### src/rtl/stage4_msg_assemble_pkg.sv
// Shared stage-4/stage-5 constants: message geometry, type bytes and slot mux codes.
package stage4_msg_assemble_pkg;

    localparam int DATA_W        = 64;
    localparam int MSG_BITS      = 512;
    localparam int WORDS_PER_MSG = MSG_BITS / DATA_W;
    localparam int CTRL_W        = 3;

    localparam logic [7:0] TYPE_K = 8'h4B;
    localparam logic [7:0] TYPE_T = 8'h54;

    typedef enum logic [CTRL_W-1:0] {
        MUX_NONE  = 3'd0,
        MUX_K     = 3'd1,
        MUX_T     = 3'd2,
        MUX_OTHER = 3'd3
    } mux_ctrl_e;

    function automatic mux_ctrl_e classify(input logic [7:0] type_byte);
        case (type_byte)
            TYPE_K:  return MUX_K;
            TYPE_T:  return MUX_T;
            default: return MUX_OTHER;
        endcase
    endfunction

endpackage

### src/rtl/stage4_word_packer.sv
// Word-to-message packer: sop/eop framing FSM, word counter and MSB-first shift-in.
// msg_done, msg_data and err_pulse are combinational in the cycle of the deciding word.
module stage4_word_packer
    import stage4_msg_assemble_pkg::*;
(
    input  logic                clk,
    input  logic                rst_n,
    input  logic                in_valid,
    input  logic                in_sop,
    input  logic                in_eop,
    input  logic [DATA_W-1:0]   in_data,
    output logic                msg_done,
    output logic [MSG_BITS-1:0] msg_data,
    output logic                err_pulse
);

    localparam logic [1:0] ST_IDLE    = 2'd0;
    localparam logic [1:0] ST_COLLECT = 2'd1;
    localparam logic [1:0] ST_DROP    = 2'd2;

    localparam int             CNT_W    = $clog2(WORDS_PER_MSG) + 1;
    localparam logic [CNT_W-1:0] FULL_CNT = CNT_W'(WORDS_PER_MSG);

    logic [1:0]          state_q, state_d;
    logic [CNT_W-1:0]    cnt_q, cnt_d;
    logic [MSG_BITS-1:0] shift_q;
    logic                shift_en;

    // After the eighth shift, word 0 sits in the top DATA_W bits.
    assign msg_data = {shift_q[MSG_BITS-DATA_W-1:0], in_data};

    // NOTE: combinational logic uses blocking '=' with every output defaulted first,
    // so later lines can refine earlier ones and no latch is inferred.
    always_comb begin
        state_d   = state_q;
        cnt_d     = cnt_q;
        msg_done  = 1'b0;
        err_pulse = 1'b0;
        shift_en  = 1'b0;
        if (in_valid) begin
            if (in_sop) begin
                // sop always restarts; it is an error only when it aborts a message in progress
                shift_en  = 1'b1;
                cnt_d     = CNT_W'(1);
                state_d   = ST_COLLECT;
                err_pulse = (state_q == ST_COLLECT);
                if (in_eop) begin
                    err_pulse = 1'b1;
                    state_d   = ST_IDLE;
                    cnt_d     = '0;
                end
            end else begin
                case (state_q)
                    ST_COLLECT: begin
                        shift_en = 1'b1;
                        cnt_d    = cnt_q + 1'b1;
                        if (in_eop) begin
                            msg_done  = (cnt_d == FULL_CNT);
                            err_pulse = !msg_done;
                            state_d   = ST_IDLE;
                            cnt_d     = '0;
                        end else if (cnt_d == FULL_CNT) begin
                            err_pulse = 1'b1;
                            state_d   = ST_DROP;
                            cnt_d     = '0;
                        end
                    end
                    ST_DROP: begin
                        if (in_eop) state_d = ST_IDLE;
                    end
                    default: err_pulse = 1'b1;
                endcase
            end
        end
    end

    // NOTE: sequential state uses non-blocking '<=' so every register samples pre-edge values.
    always_ff @(posedge clk or negedge rst_n) begin
        if (!rst_n) begin
            state_q <= ST_IDLE;
            cnt_q   <= '0;
        end else begin
            state_q <= state_d;
            cnt_q   <= cnt_d;
        end
    end

    // NOTE: pure datapath storage has no reset; the FSM decides when its contents are meaningful.
    always_ff @(posedge clk) begin
        if (shift_en) shift_q <= msg_data;
    end

endmodule

### src/rtl/stage4_msg_assemble.sv
// Stage 4: packs words into messages, batches up to three and strobes them to stage 5.
// Optional macro STAGE4_STATS_EN adds stat_msgs/stat_errs wrapping counters.
module stage4_msg_assemble
    import stage4_msg_assemble_pkg::*;
#(
    parameter int FLUSH_CYCLES = 16
)
(
    input  logic                clk,
    input  logic                rst_n,
    input  logic                in_valid,
    input  logic                in_sop,
    input  logic                in_eop,
    input  logic [DATA_W-1:0]   in_data,
    output logic                message_en,
    output logic [MSG_BITS-1:0] message_1,
    output logic [MSG_BITS-1:0] message_2,
    output logic [MSG_BITS-1:0] message_3,
    output logic [CTRL_W-1:0]   message_mux_control_m1,
    output logic [CTRL_W-1:0]   message_mux_control_m2,
    output logic [CTRL_W-1:0]   message_mux_control_m3,
    output logic                err_pulse
`ifdef STAGE4_STATS_EN
    ,
    output logic [31:0]         stat_msgs,
    output logic [31:0]         stat_errs
`endif
);

    localparam int TIMER_W = $clog2(FLUSH_CYCLES);
    // Issue on the edge where the timer would reach FLUSH_CYCLES-1, so message_en
    // rises exactly FLUSH_CYCLES cycles after the last completion.
    localparam logic [TIMER_W-1:0] TIMER_LAST = TIMER_W'(FLUSH_CYCLES - 2);

    logic                msg_done;
    logic [MSG_BITS-1:0] msg_data;

    logic [1:0]          slot_cnt;
    logic [TIMER_W-1:0]  flush_timer;
    logic [MSG_BITS-1:0] bank_q [2];

    logic                issue_full, flush_expire, batch_issue;
    logic [2:0]          slot_used;
    logic [MSG_BITS-1:0] slot_data [3];
    logic [CTRL_W-1:0]   slot_ctrl [3];

    stage4_word_packer u_packer (
        .clk       (clk),
        .rst_n     (rst_n),
        .in_valid  (in_valid),
        .in_sop    (in_sop),
        .in_eop    (in_eop),
        .in_data   (in_data),
        .msg_done  (msg_done),
        .msg_data  (msg_data),
        .err_pulse (err_pulse)
    );

    // A completion always beats timer expiry, so a flush never coincides with msg_done.
    assign issue_full   = msg_done && (slot_cnt == 2'd2);
    assign flush_expire = (slot_cnt != 2'd0) && !msg_done && (flush_timer == TIMER_LAST);
    assign batch_issue  = issue_full || flush_expire;

    assign slot_used = {issue_full, slot_cnt == 2'd2, slot_cnt != 2'd0};

    always_comb begin
        slot_data[0] = slot_used[0] ? bank_q[0] : '0;
        slot_data[1] = slot_used[1] ? bank_q[1] : '0;
        slot_data[2] = slot_used[2] ? msg_data  : '0;
        for (int k = 0; k < 3; k++) begin
            slot_ctrl[k] = slot_used[k] ? classify(slot_data[k][MSG_BITS-1 -: 8]) : MUX_NONE;
        end
    end

    // The third message goes straight to the outputs, so the bank only holds two.
    always_ff @(posedge clk) begin
        if (msg_done && !issue_full) bank_q[slot_cnt[0]] <= msg_data;
    end

    always_ff @(posedge clk or negedge rst_n) begin
        if (!rst_n) begin
            slot_cnt               <= '0;
            flush_timer            <= '0;
            message_en             <= 1'b0;
            message_1              <= '0;
            message_2              <= '0;
            message_3              <= '0;
            message_mux_control_m1 <= MUX_NONE;
            message_mux_control_m2 <= MUX_NONE;
            message_mux_control_m3 <= MUX_NONE;
        end else begin
            message_en <= batch_issue;
            if (batch_issue) begin
                message_1              <= slot_data[0];
                message_2              <= slot_data[1];
                message_3              <= slot_data[2];
                message_mux_control_m1 <= slot_ctrl[0];
                message_mux_control_m2 <= slot_ctrl[1];
                message_mux_control_m3 <= slot_ctrl[2];
                slot_cnt               <= '0;
                flush_timer            <= '0;
            end else if (msg_done) begin
                slot_cnt    <= slot_cnt + 1'b1;
                flush_timer <= '0;
            end else if (slot_cnt != 2'd0) begin
                flush_timer <= flush_timer + 1'b1;
            end
        end
    end

`ifdef STAGE4_STATS_EN
    logic [1:0] issue_msgs;
    assign issue_msgs = issue_full ? 2'd3 : slot_cnt;

    always_ff @(posedge clk or negedge rst_n) begin
        if (!rst_n) begin
            stat_msgs <= '0;
            stat_errs <= '0;
        end else begin
            if (batch_issue) stat_msgs <= stat_msgs + 32'(issue_msgs);
            stat_errs <= stat_errs + 32'(err_pulse);
        end
    end
`endif

endmodule

### config.mk
export PLATFORM = sky130hd
export DESIGN_NAME = stage4_msg_assemble
export DESIGN_NICKNAME = d
export VERILOG_FILES = /design/src/rtl/stage4_msg_assemble_pkg.sv /design/src/rtl/stage4_word_packer.sv /design/src/rtl/stage4_msg_assemble.sv
export SDC_FILE = /design/constraint.sdc
export NUM_CORES = 2
export LEC_CHECK = 0
export ABC_AREA = 1
export CELL_PAD_IN_SITES_DETAIL_PLACEMENT = 2
export CELL_PAD_IN_SITES_GLOBAL_PLACEMENT = 2
export CORE_AREA = 4 4 636 638
export CTS_BUF_LIST = sky130_fd_sc_hd__clkbuf_16
export CTS_CLUSTER_SIZE = 24
export DETAILED_ROUTE_END_ITERATION = 10
export DIE_AREA = 0 0 640 642
export GPL_TIMING_DRIVEN = 1
export PLACE_DENSITY_LB_ADDON = 0.12
export SETUP_SLACK_MARGIN = 0.5
export SYNTH_ARGS = -nofsm -noshare
export SYNTH_HDL_FRONTEND = slang
export SYNTH_SLANG_ARGS = --single-unit
### constraint.sdc
create_clock -name clk -period 63.4 [get_ports clk]
set_clock_uncertainty 0.15 [all_clocks]
set_input_delay 9.51 -clock clk [delete_from_list [all_inputs] [get_ports clk]]
set_output_delay 9.51 -clock clk [all_outputs]
set_load 0.05 [all_outputs]
==> results_dict.tcl <==
set metrics [dict create \
    status "completed" \
    dpl.hpwl_um 297000 \
    power_density_mw_per_mm2 30.3 \
    fin_setup_tns_ps 0 \
    drt_iter0_markers 4000 \
    pre_cts_slack_ps 42250 \
    fin_ws_ps 42250 \
    cpMostUsedCell "clkdlybuf4s50_1" \
    cts_root_buffer "clkbuf_16" \
    hold_class "register to register" \
    slowest_delay_ps 810 \
    clockBufferDepth 4 \
    syn_area_mm2 0.104 \
    final-setup-viol-count 0 \
    slew_violations 0 \
    drive_gt1_frac 0.0559 \
    num_vias 68100 \
    grt.overflow.total 0 \
    wire_per_inst_um 28.1 \
    pin_count 1616 \
    path_delay_family "buffers and inverters" \
    areaGrowthSynthToFinish_pct 31.7 \
    drc 0 \
    path_buf_inv 2 \
    floorplan.initialDensity 0.260 \
    yosysWarnings 0 \
    worstPathRequired_ps 53740 \
    fin_crit_ps 21150 \
    fin_crit_sh 0.334 \
    worstSetupPathType "primary input to primary output" \
    antenna_found_initial 19 \
    fillers 41300 \
    die_x_um 640 \
    routed_via_density 4.42 \
    arrival_ps 11490 \
    hold_viol 0 \
    grt_pass1_vias 74400 \
    cts_tree "yes" \
    drv_cap 0 \
    final_common_cell "nand2_1" \
    clk_pin_slew_worst_paths_ps 60 \
    grt_pass1_wl_um 605000 \
    routed_wirelength_um 433000 \
    fmax_ghz 0.0473 \
    cp_cell_sequence "clkdlybuf4s50_1, ha_1, nor2_1, o21ai_0, and3_1, clkdlybuf4s50_1" \
    final_nets 9911 \
    rsz0062_at_grt "no" \
    post_cts_buffers 0 \
    place.gp.congestion 0.798 \
    holdBufCountCts 0 \
    leakage_nw 60.0 \
    mostFrequentLayoutCells "4126 x nand2_1, 1611 x clkdlybuf4s50_1, 1555 x dfrtp_1" \
    coreArea_mm2 0.399 \
    ir_drop_mv 0.0201 \
    die_h_um 642 \
    cts.htree.levels 5 \
    insertion_delay_ps 930 \
    cts_num_sinks 3027 \
    grt_max_degree 172 \
    fp.dieArea_mm2 0.411 \
    crit_path_max_fanout 3 \
    cts_made_buffers 353 \
    grt_use_total 0.206 \
    cts-resized-gates 0 \
    ys_types 25 \
    tightest_slew_ps 1260 \
    syn_inst 8175 \
    drtAntennaViolNets 0 \
    port_buffers 1612 \
    avgSynthCellArea_um2 12.7 \
    critPathCaptureType "primary output" \
    drt_first_pass_iters 5 \
    rows 232 \
    synth_seq_cells 3027 \
    critPathLaunchType "primary input" \
    yosysSeqAreaShare 0.802 \
    slew_headroom 0.163 \
    slowest_stage "clkdlybuf4s50_1" \
]
==> cell usage after synthesis (all sizes together) <==
library cell  number  area, um2
conb               1       3.75
nor2              32        133
clkbuf           166        623
nand3            513       2570
inv               24       90.1
xor2               2       17.5
nand2           4129      15500
o21ai             19       95.1
buf              234       1220
o21bai             1       7.51
edfxtp          1472      44200
nand4              7       43.8
and3               1       6.26
dfrtp           1555      38900
a21oi              4       20.0
ha                 7       87.6
a22o               1       8.76
nor3               7       35.0
==> sequential cells by signal (all words and copies together), names as in the netlist, 2 cells and up <==
register                flops
u_packer.cnt_q              4
slot_cnt                    2
message_mux_control_m3      2
message_mux_control_m1      2
message_mux_control_m2      2
u_packer.shift_q          448
message_2                 512
message_1                 512
flush_timer                 4
u_packer.state_q            2
message_3                 512
bank_q                   1024
==> metrics by stage <==
stage	area (um2)	utilization	power (W)	hold WS (ps)	std cells
final	136000	0.342	0.00414	271	15400
after global routing	136000	0.342	0.00430	291	15400
after CTS	136000	0.342	0.00421	280	15400
after detailed placement	125000	0.315	0.00223	281	14700
after global placement	125000	0.315	0.00223	272	14700
after floorplan	104000	-	0.00217	268	8177
==> path summary, 6_finish.rpt <==
path / from / endpoint / slack [ps] / depth (start not counted)
worst max-delay path: in_eop / err_pulse / 42250 / 6
worst min-delay path: bank_q[0][456] / message_1[456] / 270 / 2
worst max register to register: u_packer.cnt_q[0] / message_2[22] / 55620 / 21
worst min register to register: bank_q[0][456] / message_1[456] / 270 / 2
max in group asynchronous: rst_n / message_3[268] / 51710 / 4
min in group asynchronous: rst_n / message_1[441] / 8410 / 1
==> worst reg2reg max path: stages (launching register included) <==
cell and delay, ps:
dfrtp_1 440, ha_1 260, inv_1 60, nand2_1 50
nand2_1 100, nor2_1 60, nand2_1 140, inv_1 70
ha_1 180, nand2_1 110, inv_1 100, nand2_1 250
nand2_8 430, nand2_8 710, buf_12 770, buf_4 700
buf_4 550, buf_4 860, buf_4 810, buf_4 660
nand2_1 160, nand2_1 100
==> cell type report <==
| class | instances | area, um2 | share of cell area |
|---|---|---|---|
| Sequential cell | 3027 | 83100 | 0.609 |
| Multi-Input combinational cell | 4726 | 18600 | 0.136 |
| Timing Repair Buffer | 1703 | 17000 | 0.125 |
| Clock buffer | 355 | 8880 | 0.0651 |
| Tap cell | 5265 | 6590 | 0.0483 |
| Clock inverter | 300 | 2040 | 0.0150 |
| Inverter | 24 | 97.6 | 0.000715 |
| Antenna cell | 10 | 25.0 | 0.000183 |
==> power breakdown <==
group	switching [W]	total (W)	internal [W]	leakage, nW
logic	0.0000453	0.0000526	0.00000726	19.1
clock network	0.000858	0.00195	0.00109	5.77
registers	0.0000384	0.00214	0.00210	35.1
total	0.000942	0.00414	0.00319	60.0
==> logic make-up after synthesis <==
family	Yosys count	share of synthesized area
simple gates	4689	0.177
xor+xnor	2	0.000169
buf+inv	424	0.0187
other cells	1	0.0000362
fa+ha+maj	7	0.000845
flops	3027	0.802
compound gates	25	0.00127
==> routing by layer <==
layer / GRT usage / up-vias / part of all wire
met5: 0 / - / 0
met4: 0.0963 / 0 / 0.055
met3: 0.0642 / 550 / 0.075
met2: 0.342 / 1683 / 0.48
met1: 0.242 / 35800 / 0.39
li1: - / 30000 / -
(Power assumes the default switching activity.)
